**src/rtl/instruction_fetch_unit.sv**
```systemverilog
`default_nettype none
// ============================================================================
// Module      : instruction_fetch_unit
// Description : PC register and IF/ID pipeline register with stall and
//               branch/jump redirect for a single-issue MIPS front end.
// Revision    : 1.0 - initial release
// ============================================================================
module instruction_fetch_unit #(
  parameter logic [31:0] RESET_PC  = 32'h0000_0000,
  parameter logic [31:0] NOP_INSTR = 32'h0000_0000,
  parameter int          CNT_W     = 32
) (
  input  logic             clk,
  input  logic             rst_n,
  input  logic             stall,
  input  logic             branch_taken,
  input  logic [31:0]      branch_target,
  input  logic             jump,
  input  logic [31:0]      jump_target,
  input  logic [31:0]      imem_instr,
  output logic [31:0]      imem_addr,
  output logic [31:0]      ifid_instr,
  output logic [31:0]      ifid_pc_plus4,
  output logic             ifid_valid,
  output logic             misalign_err,
  output logic [CNT_W-1:0] fetch_count
);

  localparam logic [31:0] c_align_mask = 32'hFFFF_FFFC;

  logic [31:0]      r_pc;
  logic [31:0]      r_ifid_instr;
  logic [31:0]      r_ifid_pc_plus4;
  logic             r_ifid_valid;
  logic             r_misalign_err;
  logic [CNT_W-1:0] r_fetch_count;

  logic             w_redirect;
  logic [31:0]      w_target;
  logic [31:0]      w_pc_plus4;

  // The branch in EX is older than the jump in ID, so it takes precedence.
  assign w_redirect = branch_taken | jump;
  assign w_target   = branch_taken ? branch_target : jump_target;
  assign w_pc_plus4 = r_pc + 32'd4;

  always_ff @(posedge clk) begin
    if (!rst_n) begin
      r_pc            <= RESET_PC;
      r_ifid_instr    <= NOP_INSTR;
      r_ifid_pc_plus4 <= 32'd0;
      r_ifid_valid    <= 1'b0;
      r_misalign_err  <= 1'b0;
      r_fetch_count   <= '0;
    end else if (w_redirect) begin
      r_pc            <= w_target & c_align_mask;
      r_ifid_instr    <= NOP_INSTR;
      r_ifid_pc_plus4 <= 32'd0;
      r_ifid_valid    <= 1'b0;
      if (w_target[1:0] != 2'b00) begin
        r_misalign_err <= 1'b1;
      end
    end else if (!stall) begin
      r_pc            <= w_pc_plus4;
      r_ifid_instr    <= imem_instr;
      r_ifid_pc_plus4 <= w_pc_plus4;
      r_ifid_valid    <= 1'b1;
      r_fetch_count   <= r_fetch_count + CNT_W'(1);
    end
  end

  assign imem_addr     = r_pc;
  assign ifid_instr    = r_ifid_instr;
  assign ifid_pc_plus4 = r_ifid_pc_plus4;
  assign ifid_valid    = r_ifid_valid;
  assign misalign_err  = r_misalign_err;
  assign fetch_count   = r_fetch_count;

endmodule
`default_nettype wire

```
**config.mk**
```make
export PLATFORM = sky130hd
export DESIGN_NAME = instruction_fetch_unit
export DESIGN_NICKNAME = d
export VERILOG_FILES = /design/src/rtl/instruction_fetch_unit.sv
export SDC_FILE = /design/constraint.sdc
export NUM_CORES = 1
export LEC_CHECK = 0
export CORE_UTILIZATION = 45
export DETAILED_ROUTE_END_ITERATION = 6
export GPL_TIMING_DRIVEN = 0
export PLACE_DENSITY_LB_ADDON = 0.1
export SLEW_MARGIN = 10
export SYNTH_ARGS = -nofsm -noshare
export SYNTH_HDL_FRONTEND = slang
export SYNTH_SLANG_ARGS = --single-unit
```
**constraint.sdc**
```tcl
create_clock -name clk -period 2.7 [get_ports clk]
set_input_delay 0.27 -clock clk [delete_from_list [all_inputs] [get_ports clk]]
set_output_delay 0.27 -clock clk [all_outputs]
set_load 0.02 [all_outputs]
```
==> results.sh <==
export IMPL_outcome="finished, final reports clean"
export IMPL_grt_max_degree=17
export IMPL_synth_edff_count=0
export IMPL_drtIter0Drc=544
export IMPL_synthSimpleGateAreaFrac=0.2613
export IMPL_synth_yosys_warnings=0
export IMPL_ff2ff_setup_slack_ps=290
export IMPL_drc=0
export IMPL_slew_headroom=0.2530
export IMPL_start_kind="primary input"
export IMPL_synth_flop_cell="dfxtp_1"
export IMPL_postRouteAntennaNets=0
export IMPL_final_util=0.6892
export IMPL_diodes=0
export IMPL_hold_buffers=0
export IMPL_hpwl_um=15550
export IMPL_hold_depth=3
export IMPL_worstReg2RegStart="fetch_count[4]"
export IMPL_start_util=0.4614
export IMPL_place_gp_congestion=0.9295
export IMPL_layout_common_cells="clkdlybuf4s50_1 (224), dfxtp_1 (126), nor2_1 (93), nand2_1 (86), a21oi_1 (71)"
export IMPL_grt_ovfl_total=0
export IMPL_multiInputGateArea_sq_um=3351
export IMPL_synth_cells=765
export IMPL_viasPerCell=5.573
export IMPL_slew_viol_final=0
export IMPL_antenna_found_initial=0
export IMPL_rr_worst_depth=5
export IMPL_clkSinkCount=126
export IMPL_postRouteWirelength_um=21280
export IMPL_grt_pass1_wl_um=32820
export IMPL_reg2reg_to="fetch_count[26]"
export IMPL_nets=1114
export IMPL_avgSynthCellArea_sq_um=8.019
export IMPL_maxCapViolations=0
export IMPL_mostFrequentLayoutCell="clkdlybuf4s50_1"
export IMPL_worstSetupEndpointType="flop"
export IMPL_power_total_uw=4773
export IMPL_htree_levels=4
export IMPL_clkLatencyLatePin_ps=420
export IMPL_cellLeakagePower_uw=0.003308
export IMPL_worst_pin_slew_ps=1112
export IMPL_vias=6671
export IMPL_die_w_um=118.8
export IMPL_min_delay_start="branch_target[14]"
export IMPL_rows=42
export IMPL_num_io_pins=231
export IMPL_ys_ff_latch=126
export IMPL_dieArea_sq_um=14100
export IMPL_cp_arrival_ps=2830
export IMPL_hold_viol=0
export IMPL_synth_mux_area_fraction=0.05874
export IMPL_setup_violations_final=0
export IMPL_drive_above_1_share=0.04016
export IMPL_cts_path_max_buffers=2
export IMPL_die_height_um=118.8
export IMPL_synthToLayoutAreaGrowth_pct=49.36
export IMPL_min_delay_worst_endpoint="imem_addr[14]"
export IMPL_io_buffers=224
export IMPL_seq_area_frac_synth=0.4112
export IMPL_fin_skew_ps=5.583
export IMPL_syn_area_sq_um=6135
export IMPL_fin_crit_sh=0.9402
export IMPL_crit_fanout=10
export IMPL_core_area_sq_um=13300
export IMPL_dr_pass1_iters=5
export IMPL_grt_total_usage=0.3004
export IMPL_avgRoutedWirePerCell_um=17.78
export IMPL_min_period_ps=2538
export IMPL_n_fill_cell=1111
export IMPL_synth_xor_area_share=0.06139
export IMPL_path_class="primary input to flop"
export IMPL_ff_latch_area_sq_um=2522
export IMPL_ir_worst_vdd_v=0.0004199
export IMPL_synth_fa_ha_area_frac=0.004079
export IMPL_min_path_type="primary input to flop"
export IMPL_rsz0062_at_grt="no"
export IMPL_synth_top_family_by_area="simple AND/OR/NAND/NOR gates"
export IMPL_clkSlewWorstSetupHoldPaths_ps=50
export IMPL_fmax_mhz=393.9
export IMPL_power_per_cell_area_nw_per_um2=521.0
export IMPL_cts_tree="built"
export IMPL_synth_async_reset_ratio=0
export IMPL_post_cts_setup_buffers=0
export IMPL_synth_compound_area_frac=0.1575
export IMPL_worst_ep_required_time_ps=2990
export IMPL_numCtsBuffers=17
export IMPL_clock_root_buffer="clkbuf_16"
export IMPL_ys_types=47
export IMPL_grt_pass1_vias=6233
state kept, by name, indices dropped and copies added, names as in the netlist:
register and count:
fetch_count 32, ifid_instr 32, ifid_pc_plus4 30, imem_addr 30, ifid_valid 1, misalign_err 1
cell families (layout without fill, tap and decap cells):
family	count (synthesis)	in the layout
xor+xnor	43	43
other cells	1	4
fa+ha+maj	2	2
simple gates	322	322
compound gates	165	165
buf+inv	70	323
flops	126	126
mux	36	36
report_power, final:
group | internal [uW] | total [uW] | switching, uW
combinational | 323 | 663 | 340
sequential | 1910 | 1970 | 60.1
clock | 1340 | 2140 | 800
metrics by stage:
| step | setup WS [ps] | instance area (sq um) | TNS, ps | instances | hold WS, ps |
|---|---|---|---|---|---|
| after floorplan | 369.2 | 6146 | 0 | 768 | 407.8 |
| after global placement | -411.7 | 8608 | -9938 | 1168 | 450.3 |
| after detailed placement | -419.7 | 8608 | -10120 | 1168 | 459.2 |
| after CTS | 173.0 | 9161 | 0 | 1197 | 416.9 |
| after global routing | 43.46 | 9163 | 0 | 1197 | 444.4 |
| final | 161.6 | 9163 | 0 | 1197 | 424.8 |
critical path, stage by stage:
cell,delay [ps]
clkdlybuf4s50_1,480
clkbuf_1,520
buf_1,630
buf_1,590
mux2i_1,270
nor2_1,60
repair_timing:
item,4_1_cts,5_1_grt
cloned,0,0
setup endpoints to repair,1,1
resized for setup,1,2
Yosys cell counts, types with 3 or more instances:
library cell / count / area, sq um
and2_1: 9 / 56.30
a211oi_1: 4 / 30.03
inv_1: 11 / 41.29
buf_4: 4 / 30.03
dfxtp_1: 126 / 2522
nand2_1: 86 / 322.8
a22o_1: 3 / 26.28
and3_1: 15 / 93.84
a211o_1: 3 / 26.28
nor2_1: 93 / 349.1
buf_1: 9 / 33.78
nand3_1: 25 / 125.1
or3_1: 15 / 93.84
o31a_1: 5 / 43.79
mux2i_1: 36 / 360.4
o21ai_0: 51 / 255.2
o221ai_1: 9 / 78.83
nand4b_1: 3 / 26.28
and4_1: 10 / 87.58
nand3b_1: 8 / 60.06
a21oi_1: 71 / 355.3
a31oi_1: 6 / 37.54
nor3_1: 8 / 40.04
xor2_1: 20 / 175.2
nor4_1: 13 / 81.33
clkbuf_1: 46 / 172.7
nand4_1: 25 / 156.4
xnor2_1: 23 / 201.4
o21a_1: 4 / 30.03
how the worst max path moves through the flow:
stage                    from               to  slack [ps]
6_report                stall   ifid_instr[24]         160
5_1_grt                 stall   ifid_instr[24]          40
4_1_cts                 stall   ifid_instr[24]         170
3_5_place_dp            stall    imem_addr[22]        -420
3_3_place_gp            stall    imem_addr[20]        -410
2_1_floorplan  fetch_count[4]  fetch_count[30]         370
routing by layer:
metal | vias to the layer above | wire [um] | GRT usage | share of wire
met5 | - | 0 | 0 | 0
met2 | 338 | 9682 | 0.4726 | 0.45
li1 | 3180 | - | - | -
met1 | 3105 | 8743 | 0.3750 | 0.41
met3 | 48 | 2255 | 0.09990 | 0.11
met4 | 0 | 601 | 0.1250 | 0.028
final cells by class:
cell class,instances,area share
clock buffers,22,0.05285
inverters,11,0.004506
repair buffers,224,0.2447
plain buffers,59,0.02595
flip-flops and latches,126,0.2753
multi-input cells,572,0.3657
clock inverters,7,0.006964
well taps,176,0.02403
(Power assumes the default switching activity.)
